--- config.mk ---
export PLATFORM = sky130hd
export DESIGN_NAME = dt_pack_writer
export DESIGN_NICKNAME = d
export VERILOG_FILES = /design/src/rtl/dt_pack_writer.sv
export SDC_FILE = /design/constraint.sdc
export NUM_CORES = 1
export LEC_CHECK = 0
export ABC_AREA = 0
export ABC_CLOCK_PERIOD_IN_PS = 3100
export CAP_MARGIN = 20
export CORE_MARGIN = 3
export CORE_UTILIZATION = 53
export CTS_CLUSTER_SIZE = 40
export DETAILED_ROUTE_END_ITERATION = 8
export GPL_ROUTABILITY_DRIVEN = 0
export GPL_TIMING_DRIVEN = 0
export PLACE_DENSITY = 0.8
export SKIP_CTS_REPAIR_TIMING = 1
export SLEW_MARGIN = 20
export SYNTH_ARGS = -nofsm -noshare
export SYNTH_HDL_FRONTEND = slang
export SYNTH_SLANG_ARGS = --single-unit
--- constraint.sdc ---
create_clock -name clk -period 3.1 [get_ports clk]
set_input_delay 0.62 -clock clk [delete_from_list [all_inputs] [get_ports clk]]
set_output_delay 0.62 -clock clk [all_outputs]
set_load 0.005 [all_outputs]
--- src/rtl/dt_pack_writer.sv ---
// Thresholds a 128x128 8-bit result map and packs it MSB-first into 1024 16-bit STI words.
// Optional macro DT_PACK_BORDER_CLR_EN forces the outermost rows/columns to bit 0.
module dt_pack_writer #(
   parameter bit INVERT = 1'b0
) (
   input  logic        clk,
   input  logic        reset,
   input  logic        start,
   input  logic [7:0]  thr,
   output logic        busy,
   output logic        done,
   output logic        res_rd,
   output logic [13:0] res_addr,
   input  logic [7:0]  res_di,
   output logic        sto_wr,
   output logic [9:0]  sto_addr,
   output logic [15:0] sto_do
);

   typedef enum logic [1:0] {
      S_IDLE  = 2'd0,
      S_RUN   = 2'd1,
      S_FLUSH = 2'd2,
      S_FIN   = 2'd3
   } state_t;

   state_t      state_q, state_d;
   logic [7:0]  thr_q, thr_d;
   logic        rd_q, rd_d;
   logic [13:0] addr_q, addr_d;
   logic        pend_q, pend_d;
   logic [13:0] cap_q, cap_d;
   logic [15:0] shift_q, shift_d;
   logic        wr_q, wr_d;
   logic [9:0]  waddr_q, waddr_d;
   logic [15:0] wdata_q, wdata_d;
   logic        busy_q, busy_d;
   logic        done_q, done_d;
   logic        pix_bit_s;

   // Threshold decision for the pixel whose read data is on res_di this cycle (cap_q indexes it).
   always_comb begin
      pix_bit_s = INVERT ? (res_di < thr_q) : (res_di >= thr_q);
`ifdef DT_PACK_BORDER_CLR_EN
      if ((cap_q[13:7] == 7'd0) || (cap_q[13:7] == 7'd127) ||
          (cap_q[6:0] == 7'd0) || (cap_q[6:0] == 7'd127)) begin
         pix_bit_s = 1'b0;
      end else begin
         pix_bit_s = INVERT ? (res_di < thr_q) : (res_di >= thr_q);
      end
`endif
   end

   // Next-state, read issue, capture/pack and word-write logic.
   always_comb begin
      state_d = state_q;
      thr_d   = thr_q;
      rd_d    = rd_q;
      addr_d  = addr_q;
      pend_d  = rd_q;
      cap_d   = cap_q;
      shift_d = shift_q;
      wr_d    = 1'b0;
      waddr_d = waddr_q;
      wdata_d = wdata_q;
      busy_d  = busy_q;
      done_d  = done_q;

      // res_di is only meaningful the cycle after a read; pend_q gates every capture.
      if (pend_q) begin
         shift_d = {shift_q[14:0], pix_bit_s};
         cap_d   = cap_q + 14'd1;
         if (cap_q[3:0] == 4'hF) begin
            wr_d    = 1'b1;
            waddr_d = cap_q[13:4];
            wdata_d = {shift_q[14:0], pix_bit_s};
         end else begin
            wr_d    = 1'b0;
         end
      end else begin
         shift_d = shift_q;
      end

      case (state_q)
         S_IDLE: begin
            if (start) begin
               thr_d   = thr;
               busy_d  = 1'b1;
               done_d  = 1'b0;
               rd_d    = 1'b1;
               addr_d  = 14'd0;
               cap_d   = 14'd0;
               shift_d = 16'h0000;
               state_d = S_RUN;
            end else begin
               state_d = S_IDLE;
            end
         end
         S_RUN: begin
            addr_d = addr_q + 14'd1;
            if (addr_q == 14'h3FFF) begin
               rd_d    = 1'b0;
               state_d = S_FLUSH;
            end else begin
               rd_d    = 1'b1;
            end
         end
         S_FLUSH: begin
            state_d = S_FIN;
         end
         S_FIN: begin
            busy_d  = 1'b0;
            done_d  = 1'b1;
            state_d = S_IDLE;
         end
         default: begin
            rd_d    = 1'b0;
            busy_d  = 1'b0;
            state_d = S_IDLE;
         end
      endcase
   end

   // State and datapath registers; reset drops every strobe immediately.
   always_ff @(posedge clk or posedge reset) begin
      if (reset) begin
         state_q <= S_IDLE;
         thr_q   <= 8'd0;
         rd_q    <= 1'b0;
         addr_q  <= 14'd0;
         pend_q  <= 1'b0;
         cap_q   <= 14'd0;
         shift_q <= 16'h0000;
         wr_q    <= 1'b0;
         waddr_q <= 10'd0;
         wdata_q <= 16'h0000;
         busy_q  <= 1'b0;
         done_q  <= 1'b0;
      end else begin
         state_q <= state_d;
         thr_q   <= thr_d;
         rd_q    <= rd_d;
         addr_q  <= addr_d;
         pend_q  <= pend_d;
         cap_q   <= cap_d;
         shift_q <= shift_d;
         wr_q    <= wr_d;
         waddr_q <= waddr_d;
         wdata_q <= wdata_d;
         busy_q  <= busy_d;
         done_q  <= done_d;
      end
   end

   assign busy     = busy_q;
   assign done     = done_q;
   assign res_rd   = rd_q;
   assign res_addr = addr_q;
   assign sto_wr   = wr_q;
   assign sto_addr = waddr_q;
   assign sto_do   = wdata_q;

endmodule
==> results of run 1 <==
## cell usage after synthesis (all sizes together) (2+ instances only)
master	instances
or3	5
clkbuf	10
xnor2	11
nor2	36
mux2i	18
a21oi	8
xor2	5
nand3	8
and2	2
nor4	4
dfrtp	84
ha	14
o21ai	22
mux2	3
buf	5
nand4	10
nor3	4
a31oi	3
nand2	95
inv	16
and4	4
## worst min-delay path by stage
stage,to,slack (ps)
global placement,pend_q$_DFF_PP0_,410
floorplan,pend_q$_DFF_PP0_,400
global route,pend_q$_DFF_PP0_,460
finish,pend_q$_DFF_PP0_,450
CTS,pend_q$_DFF_PP0_,450
detailed placement,pend_q$_DFF_PP0_,430
## per-stage QoR
stage	hold slack, ps	setup TNS (ps)	std cells
CTS	450	0	556
global route	463	0	556
global placement	413	-80720	539
detailed placement	427	0	540
floorplan	396	0	381
finish	452	0	556
## power by group through the flow
| stage | clock network, mW | registers [mW] | logic, mW |
|---|---|---|---|
| after detailed placement | 0 | 1.57 | 0.957 |
| after CTS | 0.888 | 1.54 | 0.967 |
| after floorplan | 0 | 1.53 | 0.578 |
| final | 0.872 | 1.54 | 0.956 |
| after global routing | 0.929 | 1.58 | 1.09 |
| after global placement | 0 | 1.55 | 0.907 |
## sequential cells by signal, summed over array words and instances (netlist names), 2 cells and up
register / count
sto_do: 16
shift_q: 15
cap_q: 14
res_addr: 14
sto_addr: 10
thr_q: 8
state_q: 2
## logic make-up after synthesis
| kind of cell | after synthesis | share of synthesized area (%) |
|---|---|---|
| AO/OA/AOI/OAI | 41 | 6.27 |
| XOR/XNOR | 16 | 3.72 |
| adder cells (fa/ha/maj) | 14 | 4.65 |
| buffers and inverters | 31 | 3.22 |
| flip-flops | 84 | 55.7 |
| multiplexers | 21 | 5.77 |
| AND/OR/NAND/NOR | 174 | 20.6 |
## layout make-up
cell class	count	area, um^2	share of cell area [%]
clock buffer	9	124	2.60
clock inverter	7	98.8	2.07
buffer	15	61.3	1.29
multi-input combinational	266	1550	32.5
tap	96	120	2.52
inverter	16	62.6	1.31
sequential	84	2100	44.1
timing repair buffer	63	648	13.6
## metal layers
layer | global-route usage (%) | part of all wire [%] | vias to the layer above
li1 | - | - | 1426
met1 | 24.7 | 47 | 1389
met2 | 33.0 | 48 | 68
met3 | 4.25 | 3.4 | 13
met4 | 6.76 | 1.8 | 0
met5 | 0 | 0 | -
==> impl_metrics.json, run 1 <==
{
  "final_cell_mix": "nand2_1 (95), dfrtp_1 (84), clkdlybuf4s50_1 (62)",
  "cpLargestDelayFamily": "buffers and inverters",
  "criticalPathCategory": "input pin to register",
  "clockBufferDepth": 2,
  "grt_max_degree": 57,
  "clock_skew_ps": 9.95,
  "fin_area_mm2": 0.00476,
  "firstDrtPassIters": 4,
  "cp-endpoint": "thr_q[1]$_DFFE_PP0P_",
  "rsz0062_at_grt": "no",
  "h-tree-depth": 3,
  "relSlewSlack_pct": 62.2,
  "switching_share_pct": 32.3,
  "grt_pass1_wl_mm": 13.0,
  "insertion_delay_ps": 360,
  "grt_remaining_overflow": 0,
  "antennaDiodeCount": 0,
  "fmax_mhz": 480,
  "antenna_found_initial": 0,
  "fin_crit_sh_pct": 67.2,
  "synth-warning-count": 0,
  "crit_start": "start",
  "clk_pin_slew_ps": 80,
  "layout-drive-gt1-share_pct": 6.52,
  "ys_seq_area_share_pct": 55.7,
  "synth_ff_type": "dfrtp_1",
  "critPathLaunchType": "input pin",
  "wl_per_cell_um": 13.7,
  "worstHoldStart": "res_rd$_DFFE_PP0P_",
  "leakage_nw": 2.33,
  "dp_slack_ps": 639,
  "dp_hpwl_mm": 5.39,
  "clockPowerShare_pct": 25.9,
  "hold_class": "register to register",
  "ys_types": 40,
  "fin_util_pct": 69.7,
  "powerDensity_mw_per_mm2": 708,
  "required_ps": 3320,
  "fillers": 542,
  "synthDominantAreaCellType": "dfrtp_1",
  "drtAntennaViolNets": 0,
  "netlist_area_mm2": 0.00377,
  "io_buffers": 62,
  "netlist.area_leader.share_pct": 55.7,
  "dieWidth_um": 90.4,
  "drv_cap": 0,
  "cts_tree": "done",
  "die_area_mm2": 0.00816,
  "pwr-share-comb_pct": 28.3,
  "period_needed_ps": 2080,
  "p_sw_mw": 1.09,
  "arrival_ps": 2300,
  "worst_pin_slew_ps": 557,
  "cp_cell_sequence": "clkdlybuf4s50_1 > and2_1 > clkbuf_1 > clkbuf_1 > o21ai_0",
  "crit_fanout": 10,
  "fin_nets": 488,
  "timing.rr.end": "thr_q[1]$_DFFE_PP0P_",
  "holdPathStages": 0,
  "status": "completed",
  "drc": 0,
  "maxSlewViolCount": 0,
  "fin_ws_ps": 1020,
  "async_flop_share_pct": 100,
  "syn_area_per_cell_um2": 9.90,
  "hold_viol": 0,
  "initial_core_util_pct": 55.2,
  "pwr-share-seq_pct": 45.8,
  "cts-root-buf": "clkbuf_8",
  "crit_path_frequent_cell": "clkbuf_1",
  "path_buf_inv": 3,
  "post_dp_cell_area_mm2": 0.00454,
  "p_total_mw": 3.37,
  "cp_slowest_cell": "clkdlybuf4s50_1",
  "synth_edf_count": 0,
  "mostFrequentLayoutCell": "nand2_1",
  "via_per_inst": 5.21,
  "worst_ir_drop_vdd_v": 0.000410,
  "rows": 30,
  "rr_startpoint": "state_q[0]$_DFFE_PP0P_",
  "numCtsBuffers": 9,
  "die_y_um": 90.4,
  "syn_to_final_growth_pct": 26.3,
  "clock-sinks": 84,
  "grt_util_all_layers_pct": 19.5,
  "ys_seq_elements": 84,
  "core_area_mm2": 0.00683,
  "rrSetupSlack_ps": 1080,
  "p_int_mw": 2.28,
  "cp.depth": 5,
  "grt_pass1_vias": 2917,
  "io_pins": 63,
  "drt_wl_total_mm": 7.59,
  "worstRegToRegCells": 7,
  "synth_area_leaders": "dfrtp_1 (56%), nand2_1 (9.5%), ha_1 (4.6%)",
  "cpPeakStageDelay_ps": 630,
  "drt_iter0_markers": 149,
  "setup_violations": 0,
  "synthCells": 381,
  "vias": 2896,
  "end_kind": "register",
  "syn_nets": 414
}
Power figures use the tool's default switching activity.
==> inputs of run 2 (changes only) <==
ABC_CLOCK_PERIOD_IN_PS = 1840   (was 3100)
CORE_UTILIZATION = 48   (was 53)
PLACE_DENSITY = 0.76   (was 0.8)
clock period = 1.84 ns   (was 3.1 ns; I/O delays follow)
==> run 2 against run 1 <==
Highest routed layer unchanged. Sequential share of layout area down 1.9 points. Power up 81%. Cell area up 4.4%. Non-clock buffer count up 14. Critical endpoint is now res_addr[13]$_DFFE_PP0P_. The flow now finishes with violations (setup timing). Worst setup slack worse by 1000 ps. Global-route usage down 0.63 points. Sequential power up 69%. Worst hold slack worse by 27 ps. Critical path type is now register to register. Utilization down 2.9 points. Critical path depth up 2. Routed wire length up 7.1%.
==> impl_metrics.json, run 2 (synthesis results as in run 1) <==
{
  "relSlewSlack_pct": 60.1,
  "fin_nets": 503,
  "fin_tns_setup_ps": -20.4,
  "layout-drive-gt1-share_pct": 12.2,
  "die_y_um": 94.6,
  "hold_class": "input pin to asynchronous set/reset pin",
  "grt_pass1_wl_mm": 13.4,
  "io_buffers": 62,
  "drt_iter0_markers": 173,
  "fin_ws_ps": -16.8,
  "cts-root-buf": "clkbuf_8",
  "worstRegToRegCells": 7,
  "rsz0062_at_grt": "yes",
  "drc": 0,
  "post_dp_cell_area_mm2": 0.00456,
  "clockPowerShare_pct": 25.9,
  "wl_met2_mm": 4.04,
  "firstDrtPassIters": 4,
  "drt-met1-wl_mm": 3.65,
  "end_kind": "register",
  "leakage_nw": 2.44,
  "hold_viol": 0,
  "wl_per_cell_um": 14.2,
  "antenna_found_initial": 0,
  "pwr-share-comb_pct": 31.6,
  "route.met3.wl_um": 370,
  "final_cell_mix": "nand2_1 (95), dfrtp_1 (84), clkdlybuf4s50_1 (62)",
  "grt_remaining_overflow": 0,
  "grt_util_all_layers_pct": 18.8,
  "worst_pin_slew_ps": 597,
  "switching_share_pct": 31.4,
  "insertion_delay_ps": 350,
  "criticalPathCategory": "register to register",
  "pwr-share-seq_pct": 42.5,
  "critPathLaunchType": "register",
  "fin_crit_sh_pct": 101,
  "io_pins": 63,
  "violations": "setup timing",
  "clock-sinks": 84,
  "p_int_mw": 4.20,
  "dp_hpwl_mm": 5.54,
  "grt_max_degree": 33,
  "maxSlewViolCount": 0,
  "place_inst": 544,
  "fin_area_mm2": 0.00498,
  "arrival_ps": 2090,
  "numCtsBuffers": 9,
  "powerDensity_mw_per_mm2": 1230,
  "fmax_mhz": 539,
  "clock_skew_ps": 5.25,
  "whs_ps": 425,
  "fillers": 599,
  "period_needed_ps": 1860,
  "via_per_inst": 5.24,
  "required_ps": 2070,
  "dieWidth_um": 94.6,
  "die_area_mm2": 0.00896,
  "worst_ir_drop_vdd_v": 0.000735,
  "dp_slack_ps": -327,
  "drv_cap": 0,
  "clockBufferDepth": 2,
  "largest_reg_flops": 16,
  "syn_to_final_growth_pct": 32.0,
  "cts_tree": "done",
  "status": "finished, violations left",
  "drt_wl_total_mm": 8.13,
  "h-tree-depth": 3,
  "crit_fanout": 6,
  "routed.top_layer": "met4",
  "grt_pass1_vias": 2948,
  "drtAntennaViolNets": 0,
  "clk_pin_slew_ps": 90,
  "stdcell_count": 574,
  "vias": 3007,
  "initial_core_util_pct": 50.6,
  "rows": 31,
  "setup_violations": 2,
  "core_area_mm2": 0.00745,
  "antennaDiodeCount": 0,
  "p_sw_mw": 1.92,
  "mostFrequentLayoutCell": "nand2_1"
}
==> run 2: routing by layer <==
layer	track usage (%)	up-vias
li1	-	1455
met1	24.8	1472
met2	30.8	74
met3	4.78	6
met4	5.77	0
met5	0	-
==> run 2: layout make-up <==
cell class | count | area (um^2) | area share (%)
sequential | 84 | 2100 | 42.2
multi-input combinational | 267 | 1590 | 32.0
timing repair buffer | 78 | 766 | 15.4
clock buffer | 9 | 124 | 2.49
clock inverter | 7 | 124 | 2.49
tap | 99 | 124 | 2.49
buffer | 14 | 80.1 | 1.61
inverter | 16 | 66.3 | 1.33
==> run 2: power groups by stage <==
stage               Clock (mW)  Sequential, mW  Combinational (mW)
floorplan                    0            2.58               0.974
global placement             0            2.62                1.53
detailed placement           0            2.64                1.62
CTS                       1.61            2.60                1.63
global route              1.71            2.66                2.18
finish                    1.59            2.60                1.93
==> run 2: worst paths after layout <==
check	from	to	slack [ps]
worst max register to register	state_q[0]$_DFFE_PP0P_	res_addr[13]$_DFFE_PP0P_	-20
worst max-delay path	state_q[0]$_DFFE_PP0P_	res_addr[13]$_DFFE_PP0P_	-20
worst min register to register	res_rd$_DFFE_PP0P_	pend_q$_DFF_PP0_	440
max in group asynchronous	reset	cap_q[5]$_DFF_PP0_	650
worst min-delay path	reset	sto_do[7]$_DFFE_PP0P_	430
min in group clk	res_rd$_DFFE_PP0P_	pend_q$_DFF_PP0_	440
==> run 2: worst max-delay path, stage by stage, from the launching register on <==
cell     delay [ps]
dfrtp_1         400
inv_2            70
ha_4            160
buf_6           130
mux2i_4         210
nor4_4          390
a21oi_1         150
a31o_1          230
==> run 2: metrics by stage <==
step	utilization (%)	power [mW]
finish	66.8	6.12
global route	66.8	6.54
CTS	64.5	5.85
detailed placement	61.2	4.26
global placement	60.7	4.15
floorplan	-	3.56
==> inputs of run 3 (changes only) <==
CORE_MARGIN = 1.5   (was 3)
==> run 3 against run 2 <==
Largest power group unchanged. Sequential power hardly changed. Final cell count is 1.0% lower. Sequential share of layout area is 0.87 points higher. The flow now finishes without violations. Routed wire length is 5.8% lower. Clock-buffer cell count is 4 higher. Clock skew is 2.0 ps higher. First-iteration DRC count is 28% lower. Global-route usage is 1.0 points higher.
==> impl_metrics.json, run 3 (synthesis results as in run 1) <==
{
  "status": "completed",
  "fin_crit_sh_pct": 96.7,
  "pwr-share-comb_pct": 30.3,
  "p_sw_mw": 1.79,
  "firstDrtPassIters": 4,
  "final_cell_mix": "nand2_1 (94), dfrtp_1 (84), clkdlybuf4s50_1 (62)",
  "place_inst": 547,
  "layout-drive-gt1-share_pct": 10.1,
  "crit_path_frequent_cell": "buf_4",
  "dp_hpwl_mm": 5.50,
  "timing.rr.end": "res_addr[9]$_DFFE_PP0P_",
  "antenna_found_initial": 0,
  "crit_fanout": 11,
  "critPathLaunchType": "register",
  "maxSlewViolCount": 0,
  "drv_cap": 0,
  "worst_ir_drop_vdd_v": 0.000674,
  "initial_core_util_pct": 49.3,
  "criticalPathCategory": "register to register",
  "arrival_ps": 2010,
  "syn_to_final_growth_pct": 29.3,
  "powerDensity_mw_per_mm2": 1190,
  "worst_pin_slew_ps": 450,
  "whs_ps": 385,
  "setup_violations": 0,
  "multi_input_area_mm2": 0.00158,
  "die_area_mm2": 0.00840,
  "p_int_mw": 4.02,
  "cp_slowest_cell": "dfrtp_1",
  "period_needed_ps": 1780,
  "worstRegToRegCells": 8,
  "relSlewSlack_pct": 69.9,
  "grt_pass1_wl_mm": 13.2,
  "insertion_delay_ps": 340,
  "fin_nets": 494,
  "required_ps": 2070,
  "die_y_um": 91.6,
  "fmax_mhz": 562,
  "rows": 32,
  "drt_wl_total_mm": 7.66,
  "cts-root-buf": "clkbuf_8",
  "seq_area_mm2": 0.00210,
  "cpPeakStageDelay_ps": 400,
  "via_per_inst": 5.10,
  "fin_tns_setup_ps": 0,
  "hold_class": "input pin to asynchronous set/reset pin",
  "grt_max_degree": 35,
  "pwr-share-seq_pct": 44.7,
  "dieWidth_um": 91.6,
  "cts_tree": "done",
  "numCtsBuffers": 9,
  "path_buf_inv": 3,
  "drt_iter0_markers": 124,
  "mostFrequentLayoutCell": "nand2_1",
  "clockBufferDepth": 2,
  "h-tree-depth": 3,
  "clock-sinks": 84,
  "core_area_mm2": 0.00765,
  "fin_util_pct": 63.8,
  "crit_start": "state_q[0]$_DFFE_PP0P_",
  "leakage_nw": 2.39,
  "cpLargestDelayFamily": "buffers and inverters",
  "io_pins": 63,
  "io_buffers": 62,
  "stdcell_count": 568,
  "p_total_mw": 5.81,
  "grt_pass1_vias": 2944,
  "grt_util_all_layers_pct": 19.8,
  "clock_skew_ps": 7.29,
  "drc": 0,
  "end_kind": "register",
  "drtAntennaViolNets": 0,
  "vias": 2897,
  "largest_reg_flops": 16,
  "hold_viol": 0,
  "clockPowerShare_pct": 25.0,
  "cp.depth": 8,
  "antennaDiodeCount": 0,
  "rrSetupSlack_ps": 60,
  "wl_per_cell_um": 13.5,
  "fillers": 645,
  "switching_share_pct": 30.9,
  "rr_startpoint": "state_q[0]$_DFFE_PP0P_",
  "clk_pin_slew_ps": 80,
  "cp_cell_sequence": "buf_4 > ha_1 > buf_2 > mux2i_4 > nor4_4 > buf_4 > xnor2_1 > nor2_1",
  "cp-endpoint": "res_addr[9]$_DFFE_PP0P_",
  "grt_remaining_overflow": 0
}
run 3: cell types whose count changed in the layout (fill, tap and decap cells not counted), sizes merged:
cell      delta
clkbuf       +4
clkinv       -1
inv          -1
bufinv       -1
buf          -9
clkinvlp     -1
run 3: per-layer routing:
layer	global-route usage, %	vias up	routed length [um]
li1	-	1439	-
met2	33.5	52	3830
met3	4.64	13	272
met5	0	-	0
met4	6.12	0	125
met1	25.4	1393	3440
run 3: power groups by stage:
stage                     clock network, mW  registers (mW)  logic (mW)
after global routing                   1.57            2.66        1.98
after floorplan                           0            2.58       0.974
after global placement                    0            2.62        1.53
after detailed placement                  0            2.63        1.63
after CTS                              1.49            2.60        1.64
final                                  1.45            2.60        1.76
run 3: worst min path at each step:
stage,start,endpoint,slack (ps)
after floorplan,res_rd$_DFFE_PP0P_,pend_q$_DFF_PP0_,400
after global placement,res_rd$_DFFE_PP0P_,pend_q$_DFF_PP0_,410
after detailed placement,res_rd$_DFFE_PP0P_,pend_q$_DFF_PP0_,430
after CTS,reset,sto_do[5]$_DFFE_PP0P_,390
after global routing,reset,sto_do[5]$_DFFE_PP0P_,400
final,reset,sto_do[5]$_DFFE_PP0P_,390
run 3: metrics by stage:
step                setup slack, ps  instance area, um^2
finish                         59.9                 4880
global route                  -3.97                 4880
CTS                            -157                 4790
detailed placement             -351                 4560
global placement               -401                 4520
floorplan                       109                 3770
run 3: layout make-up:
class | count | area share (%)
plain buffers | 14 | 1.51
multi-input cells | 267 | 32.5
repair buffers | 69 | 14.3
well taps | 102 | 2.62
flip-flops and latches | 84 | 43.1
clock inverters | 3 | 1.41
clock buffers | 13 | 3.26
inverters | 16 | 1.31
run 3: worst register-to-register path, cell delays in order, from the launching register on:
cell and delay, ps:
dfrtp_1 400, buf_4 130, ha_1 120, buf_2 240, mux2i_4 150, nor4_4 270, buf_4 180, xnor2_1 120
nor2_1 60
